==> config.mk <==
export PLATFORM = sky130hd
export DESIGN_NAME = sha256_msg_sequencer_flat
export DESIGN_NICKNAME = d
export VERILOG_FILES = /design/src/rtl/sha256_msg_sequencer_if.sv /design/src/rtl/sha256_msg_sequencer.sv /design/src/flat_wrapper.sv
export SDC_FILE = /design/constraint.sdc
export NUM_CORES = 2
export LEC_CHECK = 0
export CAP_MARGIN = 20
export CORE_AREA = 5 5 417 419
export DETAILED_ROUTE_END_ITERATION = 8
export DIE_AREA = 0 0 422 424
export PLACE_DENSITY = 0.48
export SLEW_MARGIN = 30
export SYNTH_ARGS = -nofsm -noshare
export SYNTH_HDL_FRONTEND = slang
export SYNTH_SLANG_ARGS = --single-unit
==> constraint.sdc <==
create_clock -name clk -period 5.8 [get_ports clk]
set_input_delay 1.16 -clock clk [delete_from_list [all_inputs] [get_ports clk]]
set_output_delay 1.16 -clock clk [all_outputs]
set_load 0.02 [all_outputs]
==> src/rtl/sha256_msg_sequencer_if.sv <==
// Word-stream, compression-core and digest handshake bundle for the SHA-256 message sequencer.
// The slave view belongs to the sequencer; the master view belongs to the host/core side.
interface sha256_msg_sequencer_if;
   logic          in_valid;
   logic          in_ready;
   logic [31:0]   in_data;
   logic          in_last;
   logic [1:0]    in_bytes;

   logic          core_start;
   logic          core_init;
   logic [511:0]  core_block;
   logic          core_done;
   logic [255:0]  core_digest;

   logic [255:0]  digest;
   logic          digest_valid;
   logic          digest_ready;

   modport slave (
      input  in_valid, in_data, in_last, in_bytes,
      input  core_done, core_digest,
      input  digest_ready,
      output in_ready,
      output core_start, core_init, core_block,
      output digest, digest_valid
   );

   modport master (
      output in_valid, in_data, in_last, in_bytes,
      output core_done, core_digest,
      output digest_ready,
      input  in_ready,
      input  core_start, core_init, core_block,
      input  digest, digest_valid
   );
endinterface

==> src/rtl/sha256_msg_sequencer.sv <==
// Packs a big-endian word stream into 512-bit blocks, applies SHA-256 padding and length,
// drives one compression per block and returns the final digest over a valid/ready handshake.
module sha256_msg_sequencer #(
   parameter int unsigned LEN_W   = 64,
   parameter int unsigned TIMEOUT = 1023
) (
   input  logic                          clk,
   input  logic                          reset_n,
   sha256_msg_sequencer_if.slave         bus,
   output logic                          busy,
   output logic                          err_timeout
);

   localparam int unsigned CNT_W = (TIMEOUT > 0) ? $clog2(TIMEOUT + 1) : 1;

   typedef enum logic [2:0] {
      S_IDLE,
      S_FILL,
      S_PAD,
      S_EXTRA,
      S_ISSUE,
      S_WAIT,
      S_OUT
   } state_t;

   state_t              state_q;
   logic [511:0]        block_q;
   logic [255:0]        digest_q;
   logic [4:0]          widx_q;
   logic [6:0]          nbytes_q;
   logic [LEN_W-1:0]    len_q;
   logic                first_q;
   logic                final_q;
   logic                extra_80_q;
   logic                ret_extra_q;
   logic [CNT_W-1:0]    wcnt_q;
   logic                err_q;

   logic                hs;
   logic [3:0]          byte_keep;
   logic [31:0]         word_d;
   logic [2:0]          last_bytes;
   logic [5:0]          len_inc;
   logic [6:0]          nbytes_d;
   logic [63:0]         len_field;

   assign hs         = bus.in_valid && (state_q == S_FILL);
   assign last_bytes = (bus.in_last && bus.in_bytes != 2'd0) ? {1'b0, bus.in_bytes} : 3'd4;
   assign len_inc    = {last_bytes, 3'b000};
   assign nbytes_d   = {widx_q, 2'b00} + {4'd0, last_bytes};
   assign len_field  = 64'(len_q);

   // Bytes past the valid count of a partial last word are stored as zero.
   for (genvar gi = 0; gi < 4; gi++) begin : g_mask
      assign byte_keep[gi] = !bus.in_last || (bus.in_bytes == 2'd0) || (2'(gi) < bus.in_bytes);
      assign word_d[31-8*gi -: 8] = byte_keep[gi] ? bus.in_data[31-8*gi -: 8] : 8'h00;
   end

   always_ff @(posedge clk) begin
      if (!reset_n) begin
         state_q     <= S_IDLE;
         block_q     <= '0;
         digest_q    <= '0;
         widx_q      <= '0;
         nbytes_q    <= '0;
         len_q       <= '0;
         first_q     <= 1'b1;
         final_q     <= 1'b0;
         extra_80_q  <= 1'b0;
         ret_extra_q <= 1'b0;
         wcnt_q      <= '0;
         err_q       <= 1'b0;
      end else begin
         case (state_q)
            S_IDLE: begin
               if (bus.in_valid) begin
                  state_q <= S_FILL;
               end
            end

            S_FILL: begin
               if (hs) begin
                  block_q[{~widx_q[3:0], 5'h1f} -: 32] <= word_d;
                  widx_q <= widx_q + 5'd1;
                  len_q  <= len_q + LEN_W'(len_inc);
                  if (bus.in_last) begin
                     nbytes_q <= nbytes_d;
                     state_q  <= S_PAD;
                  end else if (widx_q == 5'd15) begin
                     final_q     <= 1'b0;
                     ret_extra_q <= 1'b0;
                     state_q     <= S_ISSUE;
                  end
               end
            end

            S_PAD: begin
               if (nbytes_q == 7'd64) begin
                  // Full block: the 0x80 marker and length spill into an extra block.
                  final_q     <= 1'b0;
                  ret_extra_q <= 1'b1;
                  extra_80_q  <= 1'b1;
               end else begin
                  block_q[9'd511 - {nbytes_q[5:0], 3'b000} -: 8] <= 8'h80;
                  if (nbytes_q <= 7'd55) begin
                     block_q[63:0] <= len_field;
                     final_q       <= 1'b1;
                  end else begin
                     final_q     <= 1'b0;
                     ret_extra_q <= 1'b1;
                     extra_80_q  <= 1'b0;
                  end
               end
               state_q <= S_ISSUE;
            end

            S_EXTRA: begin
               if (extra_80_q) begin
                  block_q[511:504] <= 8'h80;
               end
               block_q[63:0] <= len_field;
               final_q       <= 1'b1;
               state_q       <= S_ISSUE;
            end

            S_ISSUE: begin
               first_q <= 1'b0;
               wcnt_q  <= '0;
               state_q <= S_WAIT;
            end

            S_WAIT: begin
               if (wcnt_q != CNT_W'(TIMEOUT)) begin
                  wcnt_q <= wcnt_q + CNT_W'(1);
               end
               if (TIMEOUT != 0 && wcnt_q == CNT_W'(TIMEOUT) && !bus.core_done) begin
                  err_q <= 1'b1;
               end
               if (bus.core_done) begin
                  block_q <= '0;
                  widx_q  <= '0;
                  if (final_q) begin
                     digest_q <= bus.core_digest;
                     state_q  <= S_OUT;
                  end else if (ret_extra_q) begin
                     state_q <= S_EXTRA;
                  end else begin
                     state_q <= S_FILL;
                  end
               end
            end

            S_OUT: begin
               if (bus.digest_ready) begin
                  len_q   <= '0;
                  first_q <= 1'b1;
                  widx_q  <= '0;
                  state_q <= S_IDLE;
               end
            end

            default: state_q <= S_IDLE;
         endcase
      end
   end

   // Outputs decode straight from registered state, so they never depend on inputs.
   assign bus.in_ready     = (state_q == S_FILL);
   assign bus.core_start   = (state_q == S_ISSUE);
   assign bus.core_init    = (state_q == S_ISSUE) && first_q;
   assign bus.core_block   = block_q;
   assign bus.digest       = digest_q;
   assign bus.digest_valid = (state_q == S_OUT);
   assign busy             = (state_q != S_IDLE);
   assign err_timeout      = err_q;

endmodule
==> src/flat_wrapper.sv <==
// flat-port wrapper written by rule: the top's interface ports become plain ports
module sha256_msg_sequencer_flat 
#(
   parameter int unsigned LEN_W   = 64,
   parameter int unsigned TIMEOUT = 1023
)
  (clk, reset_n, busy, err_timeout, bus_in_valid, bus_in_data, bus_in_last, bus_in_bytes, bus_core_done, bus_core_digest, bus_digest_ready, bus_in_ready, bus_core_start, bus_core_init, bus_core_block, bus_digest, bus_digest_valid);
  sha256_msg_sequencer_if bus_i ();
  input  logic clk;
  input  logic reset_n;
  output logic busy;
  output logic err_timeout;
  input wire logic [$bits(bus_i.in_valid)-1:0] bus_in_valid;
  input wire logic [$bits(bus_i.in_data)-1:0] bus_in_data;
  input wire logic [$bits(bus_i.in_last)-1:0] bus_in_last;
  input wire logic [$bits(bus_i.in_bytes)-1:0] bus_in_bytes;
  input wire logic [$bits(bus_i.core_done)-1:0] bus_core_done;
  input wire logic [$bits(bus_i.core_digest)-1:0] bus_core_digest;
  input wire logic [$bits(bus_i.digest_ready)-1:0] bus_digest_ready;
  output wire logic [$bits(bus_i.in_ready)-1:0] bus_in_ready;
  output wire logic [$bits(bus_i.core_start)-1:0] bus_core_start;
  output wire logic [$bits(bus_i.core_init)-1:0] bus_core_init;
  output wire logic [$bits(bus_i.core_block)-1:0] bus_core_block;
  output wire logic [$bits(bus_i.digest)-1:0] bus_digest;
  output wire logic [$bits(bus_i.digest_valid)-1:0] bus_digest_valid;
  assign bus_i.in_valid = bus_in_valid;
  assign bus_i.in_data = bus_in_data;
  assign bus_i.in_last = bus_in_last;
  assign bus_i.in_bytes = bus_in_bytes;
  assign bus_i.core_done = bus_core_done;
  assign bus_i.core_digest = bus_core_digest;
  assign bus_i.digest_ready = bus_digest_ready;
  assign bus_in_ready = bus_i.in_ready;
  assign bus_core_start = bus_i.core_start;
  assign bus_core_init = bus_i.core_init;
  assign bus_core_block = bus_i.core_block;
  assign bus_digest = bus_i.digest;
  assign bus_digest_valid = bus_i.digest_valid;
  sha256_msg_sequencer #(.LEN_W(LEN_W), .TIMEOUT(TIMEOUT)) u_core (.clk(clk), .reset_n(reset_n), .bus(bus_i), .busy(busy), .err_timeout(err_timeout));
endmodule
Yosys cells after proc, flatten, opt, wreduce, memory -nomap -nowiden
Index checks and enable logic that the tools add are counted.
{"block": "totals", "memories": 0, "reg_bits": 862, "out_inout_bits": 774, "mem_bits_rw": 0, "wordCells": 137, "mem_bits_ro": 0, "latchBits": 0, "input_bits": 296}
{"block": "op_classes", "n_div": 0, "mul": 0, "add_sub_neg": 7, "n_shift": 4, "n_mux": 46, "order_cmp": 5, "n_reduce_logical": 38, "bitwise_logic": 1, "eq_ne": 22}
{"op": "$mux 512", "count": 3}
{"op": "$pmux 440 s3", "count": 1}
{"op": "$bwmux 512", "count": 2}
{"op": "$shift 32x11->543 const A", "count": 1}
{"op": "$shiftx 32x11->543", "count": 1}
{"op": "$shift 8x11->519 const A", "count": 1}
{"op": "$shiftx 8x11->519 const A", "count": 1}
{"op": "$pmux 64 s4", "count": 1}
{"op": "$mux 64", "count": 3}
{"op": "$pmux 64 s2", "count": 1}
{"op": "$add 64x6->64", "count": 1}
{"op": "$mux 8", "count": 5}
{"op": "$pmux 8 s4", "count": 1}
{"op": "$mux 3", "count": 8}
{"op": "$neg 9->11", "count": 2}
{"op": "$pmux 10 s2", "count": 1}
{"op": "$pmux 3 s6", "count": 1}
{"op": "$reduce_and 4->1", "count": 4}
{"op": "$mux 5", "count": 3}
{"op": "$pmux 5 s3", "count": 1}
{"op": "$reduce_and 5->1", "count": 3}
{"op": "$reduce_bool 3->1", "count": 4}
{"op": "$add 10x1->10 const B", "count": 1}
{"op": "$eq 10x10->1 const B", "count": 1}
{"op": "31 further kinds", "count": 72}

Longest topological paths before layout
{"block": "logic_depth", "word_depth": 8, "depth_mapped": 11, "ltp_nobuf": 8}

Worst setup path before layout
OpenSTA, ideal clock, no wires.
{"block": "synth_path", "path_type": "input to register", "startpoint": "input port bus_in_last", "endpoint": "register u_core.len_q[35] (netlist: u_core.len_field[35])", "path_buffers": 3, "path_stages": 10, "setup_ns": 0.070, "setup_slack_ns": 2.685, "arrival_ns": 3.045, "required_time_ns": 5.730, "path_cell_list": "clkbuf_1 and2_1 fa_1 a21o_1 o2111a_1 nand3_1 clkbuf_1 buf_2 o21ai_0 a21oi_1"}
{"block": "synth_between", "elab_chain_cells": 5}
{"element": "start: declaration", "line_no": "flat_wrapper.sv:15", "rtl": "input wire logic [$bits(bus_i.in_last)-1:0] bus_in_last;"}
{"element": "$logic_and 1x1->1", "line_no": "sha256_msg_sequencer.sv:48", "rtl": "assign last_bytes = (bus.in_last && bus.in_bytes != 2'd0) ? {1'b0, bus.in_bytes} : 3'd4;"}
{"element": "$mux 3", "line_no": "sha256_msg_sequencer.sv:48"}
{"element": "named net u_core.last_bytes[1]", "line_no": "sha256_msg_sequencer.sv:42", "rtl": "logic [2:0] last_bytes;"}
{"element": "$add 64x6->64", "line_no": "sha256_msg_sequencer.sv:85", "rtl": "len_q <= len_q + LEN_W'(len_inc);"}
{"element": "$mux 64", "line_no": "sha256_msg_sequencer.sv:82", "rtl": "if (hs) begin"}
{"element": "$pmux 64 s2", "line_no": "sha256_msg_sequencer.sv:74", "rtl": "case (state_q)"}
{"element": "end signal: assignment", "line_no": "sha256_msg_sequencer.sv:85"}
{"element": "end: declaration", "line_no": "sha256_msg_sequencer.sv:31", "rtl": "logic [LEN_W-1:0] len_q;"}
The timed path passes the listed nets, and every way through them passes these cells. The select of a mux whose other input is x is not followed.
A chain may end at the register's enable or synchronous reset.

Worst setup path in the final report
{"block": "layout_path", "startpoint": "register u_core.state_q[0]", "endpoint": "output port bus_core_init"}
{"block": "layout_between", "elab_chain_cells": 2}
{"element": "start: declaration", "line_no": "sha256_msg_sequencer.sv:26", "rtl": "state_t state_q;"}
{"element": "start signal: assignment", "line_no": "sha256_msg_sequencer.sv:61", "rtl": "state_q <= S_IDLE;"}
{"element": "start signal: assignment", "line_no": "sha256_msg_sequencer.sv:77", "rtl": "state_q <= S_FILL;"}
{"element": "start signal: assignment", "line_no": "sha256_msg_sequencer.sv:88", "rtl": "state_q <= S_PAD;"}
{"element": "$eq 3x3->1", "line_no": "sha256_msg_sequencer.sv:170", "rtl": "assign bus.core_init = (state_q == S_ISSUE) && first_q;"}
{"element": "$logic_and 1x1->1", "line_no": "sha256_msg_sequencer.sv:170"}
{"element": "end: declaration", "line_no": "flat_wrapper.sv:22", "rtl": "output wire logic [$bits(bus_i.core_init)-1:0] bus_core_init;"}
No other way between the ends.

==> qor.yml <==
end_kind: "primary output"
synth_area_leaders: "dfxtp_1, nand2_1, a32o_1"
hpwlAfterDp_um: 141600
finalHoldViolations: 0
netlist_top_cells_count: "dfxtp_1, nand2_1, a21oi_1"
cts_tree: "built"
clock-sinks: 859
ys_seq_area_frac: 0.5255
coreArea_um2: 170200
p_comb_frac: 0.069
synth-edff-count: 0
gp_congestion: 0.8889
finalHoldWorstSlack_ps: 452.7
setup_viol: 0
hold_path.class: "flip-flop to flip-flop"
rsz0062_at_grt: "false"
syn_to_final_growth_pct: 50.89
critical_path_class: "flip-flop to primary output"
cts_setup_buffers: 0
crit_fanout: 22
finalCritPeriodShare: 0.7646
period_needed_ps: 4435
power_switching_w: 0.003514
die_y_um: 424
avgSynthCellArea_um2: 9.111
yosysMostFrequentCell: "dfxtp_1"
cts_made_buffers: 101
synth_flop_cell: "dfxtp_1"
slew_headroom: 0.2864
drt-initial-drc-count: 2629
overflow: 0
ant_nets: 0
clock_skew_ps: 97.06
power_leakage_nw: 15.93
grt_start_max_net_pins: 98
io_pins: 1070
status: "completed"
wl_um: 186700
pre_cts_ws_ps: 1243
ys_types: 88
drc_errors: 0
ys_seq_elements: 859
max_clock_freq_mhz: 225.5
vias_per_cell: 4.814
h-tree-depth: 3
syn_area_um2: 32730
worstSetupStartpointType: "flip-flop"
max_stage_delay_ps: 850
synth_nets: 3903
cp_slowest_cell: "dfxtp_1"
seqPwrFrac: 0.431
drive_above_1_share: 0.07138
grt_pass1_wl_um: 256300
worst_pin_slew_ps: 1070
avgRoutedWirePerCell_um: 27.21
cts.path.max_buffers: 3
p_sw_frac: 0.2544
final_net_count: 4851
cp.required_ps: 4640
grt_antenna_before_repair: 34
path_clk_slew_ps: 60
yosysWarnings: 0
grt_pass1_vias: 32340
clock_latency_ps: 790
ctsResizeCount: 0
yosysTopAreaCell: "dfxtp_1"
maxCapViolCount: 0
synthArstFlopShare: 0
p_int_w: 0.01030
path_cells: "inv_1 -> nand3b_1 -> inv_1 -> and2_1 -> clkdlybuf4s50_1"
setup-tns-final_ps: 0
powerDensity_nw_per_um2: 279.7
start_util: 0.1923
critPathArrivalTime_ps: 3270
peakVddDrop_v: 0.0002545
die_x_um: 422
syn_inst: 3592
power.share.clock: 0.499
rows: 152
fin_ws_ps: 1365
io_buffers: 1069
ctsHoldBuffers: 0
yosys.area.top_type_share: 0.5255
first_pass_iters: 8
vias: 33040
dieArea_um2: 178900
cpMostUsedCell: "inv_1"
clockRootBuffer: "clkbuf_16"
grt_usage: 0.1975
slew_violations: 0
==> sequential cells by signal, indices dropped and copies added, names as in the netlist <==
signal / flops
u_core.nbytes_q: 7
u_core.err_timeout: 1
u_core.bus.core_block: 512
u_core.first_q: 1
u_core.ret_extra_q: 1
u_core.extra_80_q: 1
u_core.widx_q: 5
u_core.state_q: 3
u_core.bus.digest: 256
u_core.final_q: 1
u_core.wcnt_q: 10
u_core.len_field: 61
==> area by class of cell <==
class                      count  area, µm²
fill                       18120     120800
sequential                   859      17200
multi-input combinational   2410      14340
timing repair buffer        1149      11360
clock buffer                 140       2894
tap                         2233       2794
clock inverter                46      699.4
inverter                      19      78.83
antenna                        7      17.52
==> power by group through the flow <==
stage | clock network [W] | registers, W | logic [W]
floorplan | 0 | 0.00609 | 0.000373
global placement | 0 | 0.00609 | 0.000949
detailed placement | 0 | 0.00609 | 0.000956
CTS | 0.00707 | 0.00596 | 0.000959
global route | 0.00729 | 0.00596 | 0.00100
finish | 0.00689 | 0.00596 | 0.000960
==> worst max-delay path: cells and delay by family (launching register included) <==
| family | cells | cell delay (ps) |
|---|---|---|
| buffers and inverters | 3 | 1160 |
| flip-flops | 1 | 850 |
| AND/OR/NAND/NOR | 2 | 510 |
==> logic make-up after synthesis <==
group / count (synthesis) / synth area share
AO/OA/AOI/OAI: 1146 / 0.2496
XOR/XNOR: 38 / 0.01017
buffers and inverters: 323 / 0.04129
adder cells (fa/ha/maj): 15 / 0.005965
multiplexers: 4 / 0.001300
flip-flops: 859 / 0.5255
AND/OR/NAND/NOR: 1207 / 0.1662
==> worst paths after layout <==
kind / slack, ps / endpoint / cells past startpoint / start
setup reg to reg: 1790 / u_core.bus.core_block[349]$_SDFFE_PN0P_ / 6 / u_core.widx_q[1]$_SDFFE_PN0P_
setup / recovery: 1370 / bus_core_init / 5 / u_core.state_q[0]$_SDFFE_PN0P_
hold / removal: 450 / u_core.bus.digest[25]$_SDFFE_PN0P_ / 2 / u_core.bus.digest[25]$_SDFFE_PN0P_
hold reg to reg: 450 / u_core.bus.digest[25]$_SDFFE_PN0P_ / 2 / u_core.bus.digest[25]$_SDFFE_PN0P_
==> cells in the final DEF, fill, tap and decap left out, types with 27 or more instances in the layout <==
cell             count
a21oi_1            371
o21ai_0             95
nand4_1             27
nor2_1             130
nand2_1            751
o2bb2ai_1          107
a32o_1             239
dfxtp_1            859
a22oi_1             67
clkdlybuf4s50_1   1063
o22ai_1             92
buf_4               71
and3_1              28
nand3_1             79
clkbuf_16          101
==> routing by layer <==
layer	global-route usage	up-vias	share of wire
li1	-	15040	-
met1	0.2141	16200	0.36
met2	0.3625	1458	0.51
met3	0.05413	314	0.077
met4	0.08066	32	0.043
met5	0	-	0.0012
==> per-stage QoR <==
step / utilization / std cells / power (W) / cell area [µm²]
finish: 0.2901 / 6863 / 0.01381 / 49380
detailed placement: 0.2688 / 6669 / 0.007045 / 45750
global placement: 0.2683 / 6668 / 0.007036 / 45670
floorplan: - / 3592 / 0.006462 / 32730
global route: 0.2901 / 6861 / 0.01425 / 49370
CTS: 0.2899 / 6855 / 0.01399 / 49340
Power figures use the tool's default switching activity.
